## config.mk

```make
export PLATFORM = sky130hd
export DESIGN_NAME = alu_issue_decode
export DESIGN_NICKNAME = d
export VERILOG_FILES = /design/src/rtl/alu_issue_decode.sv
export SDC_FILE = /design/constraint.sdc
export NUM_CORES = 1
export LEC_CHECK = 0
export BUFFER_PORTS_ARGS = -buffer_cell sky130_fd_sc_hd__buf_2
export CAP_MARGIN = 0
export CORE_ASPECT_RATIO = 1.4
export CORE_MARGIN = 4
export CORE_UTILIZATION = 42
export CTS_CLUSTER_SIZE = 8
export DETAILED_ROUTE_END_ITERATION = 10
export PLACE_DENSITY_LB_ADDON = 0.2
export SLEW_MARGIN = 40
export SYNTH_ARGS = -nofsm -noshare
export SYNTH_HDL_FRONTEND = slang
export SYNTH_SLANG_ARGS = --single-unit
```

## constraint.sdc

```tcl
create_clock -name clk -period 1.48 [get_ports clk]
set_clock_uncertainty 0.05 [all_clocks]
set_input_delay 0.074 -clock clk [delete_from_list [all_inputs] [get_ports clk]]
set_output_delay 0.074 -clock clk [all_outputs]
set_load 0.005 [all_outputs]
```

## src/rtl/alu_issue_decode.sv

```systemverilog
// Single-stage MIPS ALU issue/decode: decodes the offered instruction, selects
// operands from the register file and holds one registered op under valid/ready.
module alu_issue_decode (
    input  logic        clk,
    input  logic        resetn,
    input  logic        flush,
    input  logic        in_valid,
    output logic        in_ready,
    input  logic [31:0] in_inst,
    input  logic [31:0] in_pc,
    output logic [4:0]  rf_raddr1,
    output logic [4:0]  rf_raddr2,
    input  logic [31:0] rf_rdata1,
    input  logic [31:0] rf_rdata2,
    output logic        out_valid,
    input  logic        out_ready,
    output logic [11:0] alu_control,
    output logic [31:0] alu_src1,
    output logic [31:0] alu_src2,
    output logic        rf_wen,
    output logic [4:0]  rf_waddr,
    output logic [31:0] out_pc,
    output logic        illegal
);
    localparam logic [11:0] OP_ADD  = 12'h800;
    localparam logic [11:0] OP_SUB  = 12'h400;
    localparam logic [11:0] OP_SLT  = 12'h200;
    localparam logic [11:0] OP_SLTU = 12'h100;
    localparam logic [11:0] OP_AND  = 12'h080;
    localparam logic [11:0] OP_NOR  = 12'h040;
    localparam logic [11:0] OP_OR   = 12'h020;
    localparam logic [11:0] OP_XOR  = 12'h010;
    localparam logic [11:0] OP_SLL  = 12'h008;
    localparam logic [11:0] OP_SRL  = 12'h004;
    localparam logic [11:0] OP_SRA  = 12'h002;
    localparam logic [11:0] OP_LUI  = 12'h001;

    logic [5:0]  opcode;
    logic [5:0]  funct;
    logic [31:0] imm_sext;
    logic [31:0] imm_zext;

    logic [11:0] dec_ctrl;
    logic [31:0] dec_src1;
    logic [31:0] dec_src2;
    logic [4:0]  dec_waddr;
    logic        dec_legal;

    logic        capture;

    logic        out_valid_q,   out_valid_d;
    logic [11:0] alu_control_q, alu_control_d;
    logic [31:0] alu_src1_q,    alu_src1_d;
    logic [31:0] alu_src2_q,    alu_src2_d;
    logic        rf_wen_q,      rf_wen_d;
    logic [4:0]  rf_waddr_q,    rf_waddr_d;
    logic [31:0] out_pc_q,      out_pc_d;
    logic        illegal_q,     illegal_d;

    assign opcode    = in_inst[31:26];
    assign funct     = in_inst[5:0];
    assign imm_sext  = {{16{in_inst[15]}}, in_inst[15:0]};
    assign imm_zext  = {16'b0, in_inst[15:0]};
    assign rf_raddr1 = in_inst[25:21];
    assign rf_raddr2 = in_inst[20:16];

    always_comb begin
        dec_ctrl  = 12'b0;
        dec_src1  = rf_rdata1;
        dec_src2  = rf_rdata2;
        dec_waddr = in_inst[15:11];
        if (opcode == 6'b000000) begin
            case (funct)
                6'b100000, 6'b100001: dec_ctrl = OP_ADD;
                6'b100011, 6'b100010: dec_ctrl = OP_SUB;
                6'b101010:            dec_ctrl = OP_SLT;
                6'b101011:            dec_ctrl = OP_SLTU;
                6'b100100:            dec_ctrl = OP_AND;
                6'b100111:            dec_ctrl = OP_NOR;
                6'b100101:            dec_ctrl = OP_OR;
                6'b100110:            dec_ctrl = OP_XOR;
                6'b000000, 6'b000100: dec_ctrl = OP_SLL;
                6'b000010, 6'b000110: dec_ctrl = OP_SRL;
                6'b000011, 6'b000111: dec_ctrl = OP_SRA;
                default:              dec_ctrl = 12'b0;
            endcase
            // Immediate shifts take the shift amount from the shamt field.
            if (funct == 6'b000000 || funct == 6'b000010 || funct == 6'b000011)
                dec_src1 = {27'b0, in_inst[10:6]};
        end else begin
            dec_waddr = in_inst[20:16];
            case (opcode)
                6'b001000, 6'b001001: begin dec_ctrl = OP_ADD;  dec_src2 = imm_sext; end
                6'b001010:            begin dec_ctrl = OP_SLT;  dec_src2 = imm_sext; end
                6'b001011:            begin dec_ctrl = OP_SLTU; dec_src2 = imm_sext; end
                6'b001100:            begin dec_ctrl = OP_AND;  dec_src2 = imm_zext; end
                6'b001101:            begin dec_ctrl = OP_OR;   dec_src2 = imm_zext; end
                6'b001110:            begin dec_ctrl = OP_XOR;  dec_src2 = imm_zext; end
                6'b001111:            begin dec_ctrl = OP_LUI;  dec_src2 = imm_zext; end
                default:              dec_ctrl = 12'b0;
            endcase
        end
        dec_legal = |dec_ctrl;
        if (!dec_legal) begin
            dec_src1  = 32'b0;
            dec_src2  = 32'b0;
            dec_waddr = 5'b0;
        end
    end

    assign in_ready = ~flush & (~out_valid_q | out_ready);
    assign capture  = in_valid & in_ready;

    always_comb begin
        alu_control_d = alu_control_q;
        alu_src1_d    = alu_src1_q;
        alu_src2_d    = alu_src2_q;
        rf_wen_d      = rf_wen_q;
        rf_waddr_d    = rf_waddr_q;
        out_pc_d      = out_pc_q;
        illegal_d     = illegal_q;
        if (flush)
            out_valid_d = 1'b0;
        else if (capture)
            out_valid_d = 1'b1;
        else if (out_ready)
            out_valid_d = 1'b0;
        else
            out_valid_d = out_valid_q;
        if (capture) begin
            alu_control_d = dec_ctrl;
            alu_src1_d    = dec_src1;
            alu_src2_d    = dec_src2;
            rf_waddr_d    = dec_waddr;
            rf_wen_d      = dec_legal & (dec_waddr != 5'd0);
            out_pc_d      = in_pc;
            illegal_d     = ~dec_legal;
        end
    end

    always_ff @(posedge clk or negedge resetn) begin
        if (!resetn) begin
            out_valid_q   <= 1'b0;
            alu_control_q <= 12'b0;
            alu_src1_q    <= 32'b0;
            alu_src2_q    <= 32'b0;
            rf_wen_q      <= 1'b0;
            rf_waddr_q    <= 5'b0;
            out_pc_q      <= 32'b0;
            illegal_q     <= 1'b0;
        end else begin
            out_valid_q   <= out_valid_d;
            alu_control_q <= alu_control_d;
            alu_src1_q    <= alu_src1_d;
            alu_src2_q    <= alu_src2_d;
            rf_wen_q      <= rf_wen_d;
            rf_waddr_q    <= rf_waddr_d;
            out_pc_q      <= out_pc_d;
            illegal_q     <= illegal_d;
        end
    end

    assign out_valid   = out_valid_q;
    assign alu_control = alu_control_q;
    assign alu_src1    = alu_src1_q;
    assign alu_src2    = alu_src2_q;
    assign rf_wen      = rf_wen_q;
    assign rf_waddr    = rf_waddr_q;
    assign out_pc      = out_pc_q;
    assign illegal     = illegal_q;
endmodule

```

==> results.toml, run 1 <==
[critical_path]
setup.worst_path.class = "flop to flop"
cp_cell_sequence = "nor2b_1 > nor2_1 > nor2_1 > dlygate4sd3_1"
cp-start-kind = "flop"
reg2reg_from = "out_valid"
crit_path_frequent_cell = "nor2_1"
required_ps = 1770
crit_start = "out_valid"
cp-end-kind = "flop"
cp.arrival_ps = 1740
crit_fanout = 3
critPathSlowestCell = "dlygate4sd3_1"
cp_slowest_stage_delay_ps = 560

[die]
dieArea_um2 = 15000
dieWidth_um = 105
fp-row-count = 49
pin_count = 260
coreArea_um2 = 12800
die_y_um = 143
initial_core_util_pct = 42.8

[sta]
worstMarginPinSlew_ps = 405
min_period_ps = 1450
worst_slack_ps = 28.8
slew_headroom_pct = 73.0
fin_crit_sh_pct = 98.1
setup_viol = 0
timing_hold_violations_final = 0
rsz0062_at_grt = "false"
max_freq_ghz = 0.689
slew_viol_final = 0

[pwr]
vdd_ir_drop_max_mv = 0.561
power.density_nw_per_um2 = 1070
leakage_nw = 4.57

[synth]
seq_area_frac_synth_pct = 52.9
ys_types = 49
yosysWarnings = 0
synthesis.nets = 692
synth_edf_count = 0
yosysTopAreaCellShare_pct = 52.9
yosys.area.top_type = "dfrtp_1"
async_reset_ff_share_pct = 100
ys_ff_latch = 116
synth_area_per_cell_um2 = 9.81
syn-cell-area_um2 = 5490
synthTopCellsByArea = "dfrtp_1 (53%), nand2_1 (12%), o31ai_2 (8.4%)"
synth_cells = 559
synth_top_flop_cell = "dfrtp_1"

[clock_network]
clock-root-buffer = "clkbuf_16"
cts_tree = "yes"
clk_latency_ps = 400
cts_buffers = 17
clk_pin_slew_ps = 50
clk_path_buf_depth = 2
cts_sinks = 116
htreeDepth = 4

[grt]
antenna_found_initial = 0
overflow = 0
grtUsageTotal_pct = 24.1
grt_max_degree = 68
grt_pass1_vias = 5842
grt_pass1_wl_mm = 29.0

[route]
drtIter0Drc = 271
wl_per_cell_um = 16.4
via_per_inst = 5.09
drc = 0
ant_nets = 0
wl_mm = 17.8
vias = 5533
firstDrtPassIters = 4

[place]
place_area_um2 = 7070
port_buffers = 249
gp_congestion = 0.809
dp_hpwl_mm = 12.1
post-place-ws_ps = -329

[flow_run]
maxCapViolCount = 0

[final_layout]
num-nets-final = 1053
drive_above_1_share_pct = 39.9
area_delta_synth_final_pct = 60.4
stdcell_area_um2 = 8800

[hold_path]
hp-class = "primary input to flop"
min_from = "in_inst[30]"

[outcome]
outcome = "finished, final reports clean"
-- synthesized netlist by cell type, drive strengths merged, types with 3 or more instances --
cell	n
nand2	170
dfrtp	116
o31ai	40
o21ai	31
nand3	30
clkbuf	28
buf	26
a21oi	22
mux2i	19
nor2	16
a211oi	10
inv	8
a41oi	5
nand2b	4
o21a	3
-- critical path, delay by kind of cell (launching register included) --
| kind | cells | cell delay, ps |
|---|---|---|
| flops | 1 | 410 |
| simple gates | 3 | 370 |
| buf+inv | 1 | 560 |
-- sequential cells by signal (all words and copies together) (netlist names) --
name         flops
alu_control     12
out_pc          32
alu_src2        32
out_valid        1
illegal          1
alu_src1        32
rf_waddr         5
rf_wen           1
-- logic make-up (layout without fill, tap and decap cells) --
kind of cell,count (synthesis),after routing,synth area share (%)
simple gates,243,244,19.7
compound gates,118,118,18.0
flops,116,116,52.9
buf+inv,62,435,5.75
mux,20,20,3.67
other cells,0,1,0
-- through the flow --
step	total power, mW	util [%]	setup TNS, ps	hold WS (ps)	cells
final	9.39	68.7	0	15.2	1087
after global routing	9.85	68.7	0	21.3	1086
after CTS	9.46	68.4	0	0.618	1084
after detailed placement	4.95	55.2	-18430	-163	945
after global placement	4.90	55.2	-14920	-163	945
after floorplan	4.21	-	-6330	-272	559
-- per-layer routing --
| layer | up-vias | global-route usage (%) | share of wire (%) |
|---|---|---|---|
| met4 | 0 | 10.4 | 3.2 |
| met5 | - | 0 | 0 |
| met3 | 40 | 5.97 | 5.3 |
| met2 | 223 | 43.1 | 52 |
| li1 | 2642 | - | - |
| met1 | 2628 | 27.4 | 39 |
-- cells in the final DEF, fill, tap and decap left out, drive strengths merged, types with 2 or more instances in the layout --
master / synthesis / layout
nand4: 2 / 2
dlygate4sd3: 0 / 107
and3: 2 / 2
bufinv: 0 / 4
o31ai: 40 / 40
a211oi: 10 / 10
nor4: 2 / 2
o21ai: 31 / 31
nor2: 16 / 16
mux2i: 19 / 19
nand2: 170 / 170
o21a: 3 / 3
nor3b: 2 / 2
clkinv: 0 / 4
buf: 26 / 288
clkbuf: 28 / 22
a41oi: 5 / 5
nand4b: 2 / 2
and4b: 2 / 2
a21oi: 22 / 22
nand2b: 4 / 4
dfrtp: 116 / 116
inv: 8 / 8
clkinvlp: 0 / 2
nor3: 2 / 2
o311ai: 2 / 2
nand3: 30 / 31
-- worst paths after layout --
path / endpoint / slack (ps) / cells after the start
worst min register to register: alu_src1[10] / 420 / 2
min in group asynchronous: out_pc[4] / 160 / 3
max in group asynchronous: out_pc[8] / 710 / 3
worst min-delay path: alu_control[0] / 20 / 4
worst max register to register: out_valid / 30 / 4
worst max-delay path: out_valid / 30 / 4
-- layout make-up --
cell class | instances | area, um2
diodes | 1 | 2.50
clock buffers | 22 | 454
clock inverters | 10 | 155
fillers | 996 | 4010
inverters | 8 | 30.0
multi-input cells | 382 | 2320
flip-flops and latches | 116 | 2900
well taps | 153 | 191
repair buffers | 395 | 2750
-- report_power, final --
group	leakage (nW)	switching, mW	total [mW]	internal [mW]
Sequential	1.53	0.141	3.58	3.44
Clock	0.294	1.40	4.25	2.85
Combinational	2.74	0.768	1.56	0.793
-- repair_timing --
item	4_1_cts	5_1_grt
hold endpoints to repair	215	0
pin swaps	0	1
cloned	0	1
buffers inserted	0	1
hold buffers	107	0
setup endpoints to repair	58	83
gates resized for setup	3	7
(Power assumes the default switching activity.)
==> run 2: changes to the inputs <==
- CORE_ASPECT_RATIO: 1.4 -> 0.75
- CORE_MARGIN: 4 -> 1
==> results.toml, run 2 (synthesis results as in run 1) <==
[sta]
setup_viol = 0
slew_headroom_pct = 72.4
slew_viol_final = 0
rsz0062_at_grt = "true"
tns_ps = 0
worstMarginPinSlew_ps = 414
max_freq_ghz = 0.694
min_period_ps = 1440
worst_slack_ps = 38.3
timing_hold_violations_final = 0
fin_crit_sh_pct = 97.4

[grt]
grt_max_degree = 68
grt_pass1_wl_mm = 27.6
overflow = 0
grtUsageTotal_pct = 26.4
antenna_found_initial = 0
grt_pass1_vias = 5417

[die]
die_y_um = 101
pin_count = 260
coreArea_um2 = 12500
dieWidth_um = 134
dieArea_um2 = 13500
initial_core_util_pct = 43.8
fp-row-count = 35

[place]
post-place-ws_ps = -308
gp_congestion = 0.844
port_buffers = 249
dp_hpwl_mm = 11.1

[critical_path]
cp-end-kind = "flop"
r2r_setup_slack_ps = 40
critPathCapture = "alu_src2[29]"
r2r-end = "alu_src2[29]"
crit_start = "out_valid"
reg2reg_from = "out_valid"
setup.worst_path.class = "flop to flop"
cp-start-kind = "flop"
cp.arrival_ps = 1690
r2r_cells = 5
required_ps = 1730
crit_fanout = 24

[clock_network]
clk_path_buf_depth = 2
cts_tree = "yes"
clk_pin_slew_ps = 50
cts_sinks = 116
htreeDepth = 4
clk_latency_ps = 390
clock-root-buffer = "clkbuf_16"
cts_buffers = 17

[final_layout]
n_antenna_cell = 0
final_common_cell = "buf_2"
drive_above_1_share_pct = 41.1
layout_common_cells = "buf_2 (248), nand2_1 (169), dfrtp_1 (116)"
num-nets-final = 1050
finish.utilization_pct = 70.8
area_delta_synth_final_pct = 61.7
fill_cells = 936

[route]
drc = 0
ant_nets = 0
via_per_inst = 5.12
vias = 5601
drtIter0Drc = 329
firstDrtPassIters = 7
wl_mm = 17.7
wl_per_cell_um = 16.2

[pwr]
vdd_ir_drop_max_mv = 1.04
power.density_nw_per_um2 = 1050
power.total_mw = 9.33
leakage_nw = 4.59

[hold_path]
min_from = "rf_rdata2[22]"
hp-class = "primary input to flop"

[outcome]
outcome = "finished, final reports clean"

[flow_run]
maxCapViolCount = 0
## run 2: changes by cell type in the layout (fill, tap and decap cells not counted), sizes merged
cell and delta:
nand3 -1, clkbuf +1, clkinv +1, dlygate4sd3 -11, bufinv -1, diode -1, buf +7
## run 2: metrics by stage
stage	area, um2	std cells	hold slack (ps)
after global routing	8870	1095	15.8
final	8870	1095	19.1
after detailed placement	7100	959	-56.5
after CTS	8700	1087	5.90
after global placement	7100	959	-62.7
after floorplan	5520	559	-272
## run 2: timing repair
| action | in CTS | in global routing |
|---|---|---|
| hold endpoints to repair | 208 | 0 |
| gates resized for setup | 3 | 15 |
| endpoints found under the setup margin | 6 | 39 |
| cloned | 1 | 2 |
| buffers inserted | 0 | 6 |
| pin swaps | 0 | 3 |
| hold buffers | 96 | 0 |
## run 2: area by class of cell
type | count | area, um2 | area share [%]
clock buffer | 21 | 470 | 5.30
tap | 166 | 208 | 2.34
multi-input combinational | 381 | 2350 | 26.5
timing repair buffer | 393 | 2780 | 31.3
inverter | 8 | 30.0 | 0.338
sequential | 116 | 2900 | 32.7
clock inverter | 10 | 130 | 1.47
## run 2: worst max-delay path: stages, from the launching register on
cell and delay (ps):
dfrtp_1 390, nand2b_1 150, nand3_4 170, buf_12 190, buf_12 160, o31ai_2 230
## run 2: how the worst min path moves through the flow
stage                      to  slack [ps]  depth (start not counted)
2_1_floorplan  alu_control[0]        -270                          0
3_3_place_gp      alu_src2[7]         -60                          1
3_5_place_dp      alu_src2[7]         -60                          1
4_1_cts           alu_src2[5]           6                          3
5_1_grt           rf_waddr[2]          20                          3
6_report         alu_src2[22]          20                          3
## run 2: metal layers
| layer | share of wire (%) | vias up | GRT usage [%] |
|---|---|---|---|
| met5 | 0 | - | 0 |
| met4 | 1.6 | 0 | 8.65 |
| met3 | 6.5 | 27 | 5.83 |
| met2 | 48 | 255 | 43.2 |
| met1 | 44 | 2673 | 34.9 |
| li1 | - | 2646 | - |
## run 2: power breakdown
part	switching, mW	total, mW	leakage [nW]	internal (mW)
clock network	1.39	4.15	0.294	2.76
registers	0.147	3.59	1.53	3.44
logic	0.783	1.60	2.77	0.814
total	2.32	9.33	4.59	7.01
==> run 3: changes to the inputs <==
==> constraint.sdc (replaced) <==
create_clock -name clk -period 1.48 [get_ports clk]
set_clock_uncertainty 0.05 [all_clocks]
set_input_delay 0.296 -clock clk [delete_from_list [all_inputs] [get_ports clk]]
set_output_delay 0.296 -clock clk [all_outputs]
set_load 0.005 [all_outputs]
==> results.toml, run 3 (synthesis results as in run 1) <==
[clock_network]
htreeDepth = 4
clk_path_buf_depth = 2
cts_sinks = 116
clk_latency_ps = 390
clk_pin_slew_ps = 50
clock-root-buffer = "clkbuf_16"
cts_tree = "yes"
cts_buffers = 17

[critical_path]
cp_cell_sequence = "buf_6 > nor2b_4 > nor2_1 > buf_2"
cp.depth = 4
cp-end-kind = "output port"
cp.arrival_ps = 1220
cpLargestDelayFamily = "flip-flops"
crit_buf_inv = 2
crit_fanout = 2
cp-start-kind = "flop"
setup.worst_path.class = "flop to output port"
cp_slowest_stage_delay_ps = 390
critPathSlowestCell = "dfrtp_1"
r2r_cells = 6
required_ps = 1130

[pwr]
internal-power_mw = 6.59
clkPwrFrac_pct = 42.6
power.density_nw_per_um2 = 1060
leakage_nw = 4.38
comb_power_share_pct = 17.4
power.total_mw = 8.97
seqPwrFrac_pct = 40.0
vdd_ir_drop_max_mv = 0.853
p_sw_mw = 2.38
swShare_pct = 26.5

[outcome]
outcome = "complete, but fails checks"
violations = "negative setup slack"

[die]
pin_count = 260
initial_core_util_pct = 43.8
fp-row-count = 35
dieArea_um2 = 13500
die_y_um = 101
coreArea_um2 = 12500
dieWidth_um = 134

[route]
firstDrtPassIters = 4
drtIter0Drc = 204
drc = 0
vias = 5291
wl_mm = 17.2
ant_nets = 0
via_per_inst = 5.19
wl_per_cell_um = 16.8

[sta]
worst_slack_ps = -88.6
slew_viol_final = 0
setup_viol = 14
rsz0062_at_grt = "true"
max_freq_ghz = 0.638
slew_headroom_pct = 74.3
fin_crit_sh_pct = 106
min_period_ps = 1570
worstMarginPinSlew_ps = 383
fin_hold_ws_ps = 33.0
timing_hold_violations_final = 0

[place]
dp_hpwl_mm = 11.4
port_buffers = 249
gp_congestion = 0.898

[hold_path]
hold-path-cell-count = 3
hp-class = "primary input to flop"

[flow_run]
maxCapViolCount = 0

[final_layout]
fill_cells = 974
final_common_cell = "buf_2"
n_antenna_cell = 0
layout_common_cells = "buf_2 (245), nand2_1 (160), dfrtp_1 (116)"
regArea_um2 = 2900
area_delta_synth_final_pct = 54.4
multiInputGateArea_um2 = 2660
drive_above_1_share_pct = 48.5
finish.utilization_pct = 67.7
num-nets-final = 976

[grt]
antenna_found_initial = 0
grt_pass1_wl_mm = 25.0
grt_max_degree = 56
overflow = 0
grt_pass1_vias = 5018
grtUsageTotal_pct = 23.6
-- run 3: cell count changes in the layout (fill, tap and decap cells not counted), moves of 6 or more --
| cell | delta |
|---|---|
| buf_6 | +6 |
| o31ai_2 | -25 |
| nand2_1 | -9 |
| dlygate4sd3_1 | -95 |
| buf_4 | +10 |
| nand2_2 | +9 |
| o31ai_4 | +25 |
-- run 3: power groups by stage --
stage | clock [mW] | combinational [mW] | sequential [mW]
2_1_floorplan | 0 | 0.554 | 3.65
3_3_place_gp | 0 | 1.32 | 3.62
3_5_place_dp | 0 | 1.35 | 3.64
4_1_cts | 3.90 | 1.38 | 3.59
5_1_grt | 4.04 | 1.70 | 3.62
6_report | 3.83 | 1.56 | 3.59
-- run 3: worst paths after layout --
kind,endpoint,from,slack [ps]
setup / recovery,in_ready,out_valid,-90
hold / removal,out_pc[30],in_pc[30],30
setup reg to reg,alu_src2[0],out_valid,20
hold reg to reg,out_pc[7],out_pc[7],420
max in group asynchronous,out_pc[7],resetn,660
min in group asynchronous,alu_src2[30],resetn,190
-- run 3: stage by stage --
step	instances	cell area (um2)	TNS, ps	worst slack (ps)
CTS	1004	7870	-128	-109
global placement	971	7240	-30910	-511
floorplan	559	5520	-22100	-404
global route	1020	8470	-1690	-151
finish	1020	8470	-491	-88.6
detailed placement	971	7240	-34650	-538
-- run 3: what timing repair did --
| action | CTS | global route |
|---|---|---|
| gates resized for setup | 8 | 58 |
| gates cloned | 1 | 9 |
| setup endpoints to repair | 50 | 59 |
| setup buffers | 1 | 7 |
| endpoints found under the hold margin | 116 | 0 |
| hold buffers | 1 | 0 |
| pin swaps | 2 | 29 |
-- run 3: layout make-up --
type	count	area share, %
Sequential cell	116	34.3
Multi-Input combinational cell	382	31.4
Timing Repair Buffer	318	25.1
Clock buffer	21	5.55
Tap cell	166	2.45
Clock inverter	9	0.960
Inverter	8	0.354
-- run 3: worst reg2reg max path: cells and delay by family, from the launching register on --
| kind | cells | cell delay (ps) |
|---|---|---|
| buffers and inverters | 2 | 370 |
| AND/OR/NAND/NOR | 3 | 440 |
| flip-flops | 1 | 390 |
| AO/OA/AOI/OAI | 1 | 80 |
-- run 3: routing by layer --
metal	routed length [um]	vias up	GRT usage (%)
met5	0	-	0
met4	224	0	7.08
met3	1030	17	6.33
met2	8350	190	39.1
met1	7550	2591	30.5
li1	-	2493	-
